**src/rtl/hamming_noise_controller.sv**
```systemverilog
// Seedable bit-flip injector between the Hamming encoder and decoder.
// Accepts one codeword, corrupts it by 0/1/2 bits according to an LFSR, and keeps saturating statistics.
//
// state  | meaning
// IDLE   | ready for a codeword; in_ready=1
// PICK   | build the flip mask from the LFSR, register outputs, step the LFSR
// SEND   | hold outputs with out_valid=1 until out_ready
module hamming_noise_controller #(
  parameter int unsigned     WIDTH     = 16,
  parameter logic [15:0]     LFSR_SEED = 16'hACE1,
  parameter int unsigned     CNT_W     = 16
) (
  input  logic             clk,
  input  logic             rst_n,
  input  logic             in_valid,
  output logic             in_ready,
  input  logic [WIDTH-1:0] in_data,
  input  logic [1:0]       mode,
  input  logic [6:0]       rate_thresh,
  output logic             out_valid,
  input  logic             out_ready,
  output logic [WIDTH-1:0] out_data,
  output logic [WIDTH-1:0] out_flip_mask,
  output logic             out_changed_one,
  output logic             out_changed_two,
  input  logic             clr_counters,
  output logic [CNT_W-1:0] cnt_frames,
  output logic [CNT_W-1:0] cnt_single,
  output logic [CNT_W-1:0] cnt_double
);

  localparam logic [1:0] S_IDLE = 2'd0;
  localparam logic [1:0] S_PICK = 2'd1;
  localparam logic [1:0] S_SEND = 2'd2;

  // A zero seed would lock the LFSR at zero forever.
  localparam logic [15:0] SEED_EFF = (LFSR_SEED == 16'h0000) ? 16'h0001 : LFSR_SEED;

  logic [1:0]       state;
  logic [15:0]      lfsr;
  logic [15:0]      lfsr_next;
  logic [WIDTH-1:0] cap_data;
  logic [1:0]       cap_mode;
  logic [6:0]       cap_rate;

  logic [3:0]       pos1;
  logic [3:0]       pos2;
  logic [WIDTH-1:0] single_mask;
  logic [WIDTH-1:0] double_mask;
  logic [WIDTH-1:0] mask;
  logic             send_hs;

  assign in_ready  = (state == S_IDLE);
  assign out_valid = (state == S_SEND);
  assign send_hs   = (state == S_SEND) && out_ready;

  assign lfsr_next = {1'b0, lfsr[15:1]} ^ (lfsr[0] ? 16'hB400 : 16'h0000);

  always_comb begin
    pos1        = lfsr[3:0];
    pos2        = (lfsr[7:4] == lfsr[3:0]) ? (lfsr[3:0] + 4'd1) : lfsr[7:4];
    single_mask = WIDTH'(1) << pos1;
    double_mask = single_mask | (WIDTH'(1) << pos2);
    mask        = '0;
    case (cap_mode)
      2'd0: mask = '0;
      2'd1: mask = single_mask;
      2'd2: mask = double_mask;
      default: begin
        if (lfsr[15:9] < cap_rate) begin
          mask = lfsr[8] ? double_mask : single_mask;
        end
      end
    endcase
  end

  always_ff @(posedge clk or negedge rst_n) begin
    if (!rst_n) begin
      state           <= S_IDLE;
      lfsr            <= SEED_EFF;
      cap_data        <= '0;
      cap_mode        <= 2'd0;
      cap_rate        <= 7'd0;
      out_data        <= '0;
      out_flip_mask   <= '0;
      out_changed_one <= 1'b0;
      out_changed_two <= 1'b0;
    end else begin
      case (state)
        S_IDLE: begin
          if (in_valid) begin
            cap_data <= in_data;
            cap_mode <= mode;
            cap_rate <= rate_thresh;
            state    <= S_PICK;
          end
        end
        S_PICK: begin
          out_data        <= cap_data ^ mask;
          out_flip_mask   <= mask;
          out_changed_one <= ($countones(mask) == 1);
          out_changed_two <= ($countones(mask) == 2);
          lfsr            <= lfsr_next;
          state           <= S_SEND;
        end
        S_SEND: begin
          if (out_ready) begin
            state <= S_IDLE;
          end
        end
        default: state <= S_IDLE;
      endcase
    end
  end

  // Clear takes priority over a coincident delivery.
  always_ff @(posedge clk or negedge rst_n) begin
    if (!rst_n) begin
      cnt_frames <= '0;
      cnt_single <= '0;
      cnt_double <= '0;
    end else if (clr_counters) begin
      cnt_frames <= '0;
      cnt_single <= '0;
      cnt_double <= '0;
    end else if (send_hs) begin
      if (cnt_frames != '1) cnt_frames <= cnt_frames + CNT_W'(1);
      if (out_changed_one && (cnt_single != '1)) cnt_single <= cnt_single + CNT_W'(1);
      if (out_changed_two && (cnt_double != '1)) cnt_double <= cnt_double + CNT_W'(1);
    end
  end

endmodule

```
**config.mk**
```make
export PLATFORM = sky130hd
export DESIGN_NAME = hamming_noise_controller
export DESIGN_NICKNAME = d
export VERILOG_FILES = /design/src/rtl/hamming_noise_controller.sv
export SDC_FILE = /design/constraint.sdc
export NUM_CORES = 1
export LEC_CHECK = 0
export CORE_ASPECT_RATIO = 0.5
export CORE_MARGIN = 2
export CORE_UTILIZATION = 60
export DETAILED_ROUTE_END_ITERATION = 8
export DONT_BUFFER_PORTS = 1
export PLACE_DENSITY = 0.8
export SLEW_MARGIN = 40
export SYNTH_ARGS = -nofsm -noshare
export SYNTH_HDL_FRONTEND = slang
export SYNTH_SLANG_ARGS = --single-unit
```
**constraint.sdc**
```tcl
create_clock -name clk -period 10.8 [get_ports clk]
set_input_delay 1.08 -clock clk [delete_from_list [all_inputs] [get_ports clk]]
set_output_delay 1.08 -clock clk [all_outputs]
set_load 0.02 [all_outputs]
```
# == Yosys cells after proc, flatten, opt, wreduce, memory -nomap -nowiden ==
# Cells that the tools add are included.
# op_classes
add_sub_neg,19
magnitude_cmp,1
n_eq_ne,12
shift,2
n_mux,17
bitwise,3
n_reduce_logical,14
# ops
op,n
16-bit two-way mux,12
16-bit by 1-bit adder with 16-bit output (second input constant),3
16-bit inequality test (second input constant),3
16-bit one-hot mux with 3 select lines,1
32-bit by 2-bit == test with 1-bit output (second input constant),1
1-bit by 4-bit << shifter with 16-bit output (first input constant),2
1-bit by 1-bit adder with 2-bit output,8
16-bit bitwise OR,1
15-bit by 16-bit bitwise XOR with 16-bit output,1
16-bit bitwise XOR,1
2-bit by 2-bit adder with 3-bit output,4
2-bit AND reduction,5
3-bit by 3-bit adder with 4-bit output,2
2-bit nonzero test,4
7-bit < comparator,1
2-bit one-hot mux with 3 select lines,1
4-bit by 4-bit adder with 5-bit output,1
5-bit by 2-bit == test with 1-bit output (second input constant),1
4-bit by 1-bit adder with 4-bit output (second input constant),1
2-bit by 1-bit == test with 1-bit output (second input constant),2
2-bit == test (second input constant),2
4-bit == test,1
2-bit zero test,2
2-bit two-way mux,2
other kinds (4),6
# totals
reg_bits,125
inputBits,30
elab_cells,80

# == Depth between registers and ports, before layout ==
# depth
ltp_word,12
depth_mapped,21
ltp_nobuf,20

# == Least setup slack after synthesis ==
# No wires, ideal clock.
# synth_timing
path_kind,register -> register
from,reg lfsr[0]
to,reg out_changed_one
setup_time_ns,0.068
arrival_time_ns,5.498
t_required_ns,10.732
path_slack_ns,5.234
path_stages_with_launch,21
synth_period_minus_slack_ns,5.566
cell_sequence,dfstp_2 buf_6 inv_1 ha_1 nor2_1 mux2_2 mux2i_1 o21ai_1 a221oi_2 inv_1 fa_1 inv_1 fa_1 fa_1 inv_1 fa_1 ha_1 fa_1 o21ai_0 nor4b_1 a32o_1
# synth_between
elab_chain_len,12
word_cells_on_any_way,25
cone_classes,add/sub (16); eq/ne (2); shift (2); mux (4); bitwise (1)
# synth_lines
element,line_no,rtl
from (decl),40,logic [15:0] lfsr;
from (signal assigned),103,lfsr <= lfsr_next;
4-bit by 1-bit adder with 4-bit output or 4-bit == test (tied branches),61,pos2 = (lfsr[7:4] == lfsr[3:0]) ? (lfsr[3:0] + 4'd1) : lfsr[7:4];
4-bit two-way mux,61,
1-bit by 4-bit << shifter with 16-bit output,63,double_mask = single_mask | (WIDTH'(1) << pos2);
16-bit bitwise OR,63,
16-bit two-way mux,71,mask = lfsr[8] ? double_mask : single_mask;
16-bit two-way mux,70,if (lfsr[15:9] < cap_rate) begin
16-bit one-hot mux with 3 select lines *,65,case (cap_mode)
net mask[5],50,logic [WIDTH-1:0] mask;
1-bit by 1-bit adder with 2-bit output (implied by the code) *,101,out_changed_one <= ($countones(mask) == 1);
2-bit by 2-bit adder with 3-bit output (implied by the code) *,101,
3-bit by 3-bit adder with 4-bit output (implied by the code) *,101,
4-bit by 4-bit adder with 5-bit output (implied by the code) *,101,
32-bit by 2-bit == test with 1-bit output *,101,
to (signal assigned),101,
to (decl),24,"output logic out_changed_one,"
# Mark *: on every way through the listed nets, which the timed path passes. The rest lies on a longest branch.
# A chain may end at the register's enable or synchronous reset.

# == Final worst setup path ==
# layout_timing
from,reg lfsr[2]
to,reg out_changed_two
# layout_between
elab_chain_len,12
word_cells_on_any_way,25
cone_classes,add/sub (16); eq/ne (2); shift (2); mux (4); bitwise (1)
# layout_lines
element,line_no,rtl
4-bit by 1-bit adder with 4-bit output or 4-bit == test (tied branches),61,
4-bit two-way mux,61,
1-bit by 4-bit << shifter with 16-bit output,63,
16-bit bitwise OR,63,
16-bit two-way mux,71,
16-bit two-way mux,70,
16-bit one-hot mux with 3 select lines *,65,
1-bit by 1-bit adder with 2-bit output (implied by the code),102,out_changed_two <= ($countones(mask) == 2);
2-bit by 2-bit adder with 3-bit output (implied by the code),102,
3-bit by 3-bit adder with 4-bit output (implied by the code),102,
4-bit by 4-bit adder with 5-bit output (implied by the code) *,102,
5-bit by 2-bit == test with 1-bit output *,102,
to (signal assigned),102,
to (decl),25,"output logic out_changed_two,"
# Mark *: on every way between the ends. The rest lies on a longest branch, timed or not.

==> results.md <==
* Mapped Nets at 760
* Final period util at 0.5753
* Vias in the first global route at approximately 5.2k
* Die height at 80.70 um
* Gpl congestion at ~0.92
* Rel. slew slack at 0.4965
* Synth area leaders: dfrtp_1 41%, xor2_1 5.5%, mux2_2 5.4%
* Post-CTS sizing at 0
* Die X-Extent at 157.4 um
* Setup Total Neg Slack at 0 ns
* Largest net degree at the start of global routing at 126
* Fin Clk Skew at just over 0.01 ns
* Number of synthesized flops with an enable pin at 0
* Ys Warns at 0
* Drt total wl at 16.74 mm
* Cells after Synth at 700
* Period minus WS final at a little over 6 ns
* Synth async-reset ratio at 1.000
* Residual DRC count at 0
* Vias at around 5.2k
* Core ar. at approximately 0.011 mm2
* Synthesized area at 0.007059 mm2
* Slew Limit Fails at 0
* RSZ-0062 raised after global routing: no
* Reg clk slew, reported paths at approximately 0.06 ns
* WP data arrival at ~6.6 ns
* PwrDens at 233.0 mW/mm2
* Type of element launching the critical path: flop
* Synthesis-stage register bit count at between 100 and 150
* Antenna diode count at 0
* CTS tree: done
* Post-DP HPWL at 11.51 mm
* Critical path endpoint category: flop
* Initial detailed-routing violation count at roughly 380
* Htree depth at 4
* Final setup violation count at 0
* Synth area leader: dfrtp_1
* DRT Pass-1 Iters at 5
* CP Max Fanout at 11
* Critical path type: reg2reg
* Vias/cell at approximately 6
* Cts hold-fix bufs at 0
* Reg2reg path depth at 18
* Setup Fix Bufs, Post-CTS at 0
* Area Growth Syn to Fin at 9.961%
* Sequential cell area fraction in the yosys report at 0.4445
* Post-synth top flop: dfrtp_1
* Unique masters post-synth at 71
* DR WL/cell at 19.46 um
* Leak at ~3.3 nW
* I/O pin total at between 100 and 150
* Die Area at about 0.013 mm2
* Fin. Hold Viols at 0
* Share of layout cells above drive strength 1 at 0.1498
* Final core occ at 0.6921
* Post-layout net count at 748
* Worst Path Required at ~11 ns
* Worst IR Drop VDD at 123.4 uV
* Total congestion overflow at 0
* WHS at between 0.3 and 0.4 ns
* CTS buffer count at 17
* # Max-Cap Violations at 0
* FMAX at ~160 MHz
* Status: complete, no violations
* Least-Margin Pin Slew at approximately 0.75 ns
* Top cell type's share of synthesized area at 0.4147
* Antenna viol nets, final at 0
* Syn avg cell area at about 10 um2
* Antenna violations before repair at 0
* IO Port Bufs at 0
* Clock sink count at around 130
* Max Root-Sink Buffers at 2
* Clk_lat worst skew at approximately 0.42 ns
* All-Layer GR Usage at 0.2804
* Initial Utilization at 0.6294
* Clock root buffer: clkbuf_16
* Hold/Removal Path Class: in2async
* First-pass GRT wire length at 27.16 mm
* # rows at 27
-- routing by layer --
metal / wire, um / global-route usage / up-vias
met5: 0 / 0 / -
met4: 254 / 0.07727 / 0
met3: 1024 / 0.07124 / 23
met2: 8203 / 0.4790 / 154
met1: 7255 / 0.3597 / 2616
li1: - / - / 2405
-- cell usage after synthesis (all sizes together) (12+ instances only) --
| cell | n |
|---|---|
| a21oi | 12 |
| clkbuf | 23 |
| dfrtp | 117 |
| ha | 20 |
| inv | 26 |
| mux2 | 37 |
| nand2 | 85 |
| nand3 | 24 |
| nand4 | 15 |
| nor2 | 70 |
| o21ai | 68 |
| xnor2 | 23 |
| xor2 | 44 |
-- metrics by stage --
stage,worst slack (ns),total power [mW],cell area [um2],instances
finish,4.587,1.808,7762,860
global route,4.242,1.917,7762,860
CTS,4.652,1.819,7760,860
detailed placement,4.729,1.193,7126,828
global placement,4.929,1.159,7126,828
floorplan,5.234,1.074,7059,700
-- area by class of cell --
type | instances | area [um2]
tap | 159 | 198.9
fill | 835 | 3453
clock buffer | 18 | 429.2
clock inverter | 14 | 205.2
timing repair buffer | 2 | 15.01
sequential | 125 | 3138
inverter | 26 | 97.59
multi-input combinational | 516 | 3679
-- placed cells by master, fill, tap and decap left out, types with 3 or more instances in the layout --
| cell type | count |
|---|---|
| xnor2_2 | 4 |
| and2_1 | 8 |
| mux2_2 | 34 |
| nand3_1 | 23 |
| xnor2_1 | 18 |
| nor3_1 | 8 |
| inv_1 | 26 |
| o21ai_0 | 30 |
| nand2_1 | 85 |
| o21ai_2 | 3 |
| dfrtp_1 | 117 |
| dfstp_2 | 8 |
| clkbuf_16 | 17 |
| ha_1 | 20 |
| o21a_1 | 4 |
| mux2i_1 | 7 |
| a221oi_2 | 4 |
| xor2_1 | 44 |
| nor2b_1 | 9 |
| and3_1 | 8 |
| bufinv_16 | 4 |
| nand4_1 | 14 |
| and4_1 | 8 |
| fa_1 | 10 |
| inv_6 | 5 |
| a21oi_1 | 9 |
| o21ai_1 | 35 |
| nand2b_1 | 3 |
| a41oi_1 | 5 |
| nor2_1 | 68 |
| a31oi_1 | 8 |
-- worst max-delay path: stages, from the launching register on --
cell,delay [ns]
dfrtp_1,0.67
inv_1,0.18
ha_1,0.41
nor2b_1,0.35
nand2_1,0.11
mux2_4,0.30
or3_1,0.34
a21oi_1,0.26
nor2_1,0.12
fa_1,0.54
fa_1,0.44
fa_1,0.51
inv_1,0.05
fa_1,0.43
ha_1,0.23
fa_1,0.40
o21ai_0,0.14
nor4b_1,0.42
a32o_1,0.23
-- registers in the layout (all words and copies together), names as in the netlist --
| register | flops |
|---|---|
| out_changed_two | 1 |
| out_data | 16 |
| cap_rate | 7 |
| lfsr | 16 |
| cnt_double | 16 |
| out_changed_one | 1 |
| cap_mode | 2 |
| out_flip_mask | 16 |
| state | 2 |
| cnt_single | 16 |
| cnt_frames | 16 |
| cap_data | 16 |
-- power breakdown --
part           internal (mW)  switching (mW)
Combinational          0.207           0.291
Sequential             0.561           0.128
Clock                  0.392           0.230
-- cell families after synthesis --
logic type / share of synthesized area
compound gates: 0.1244
fa+ha+maj: 0.06381
mux: 0.07320
flops: 0.4445
simple gates: 0.1689
xor+xnor: 0.09004
buf+inv: 0.03509
-- path summary, 6_finish.rpt --
kind,endpoint,start,slack [ns]
max,out_changed_two,lfsr[2],4.59
min,cnt_double[2],rst_n,0.35
max reg2reg,out_changed_two,lfsr[2],4.59
min reg2reg,cap_rate[0],cap_rate[0],0.50
max in group asynchronous,lfsr[15],rst_n,10.19
min in group clk,cap_rate[0],cap_rate[0],0.50
No activity file was read; power rests on OpenSTA's default activity.
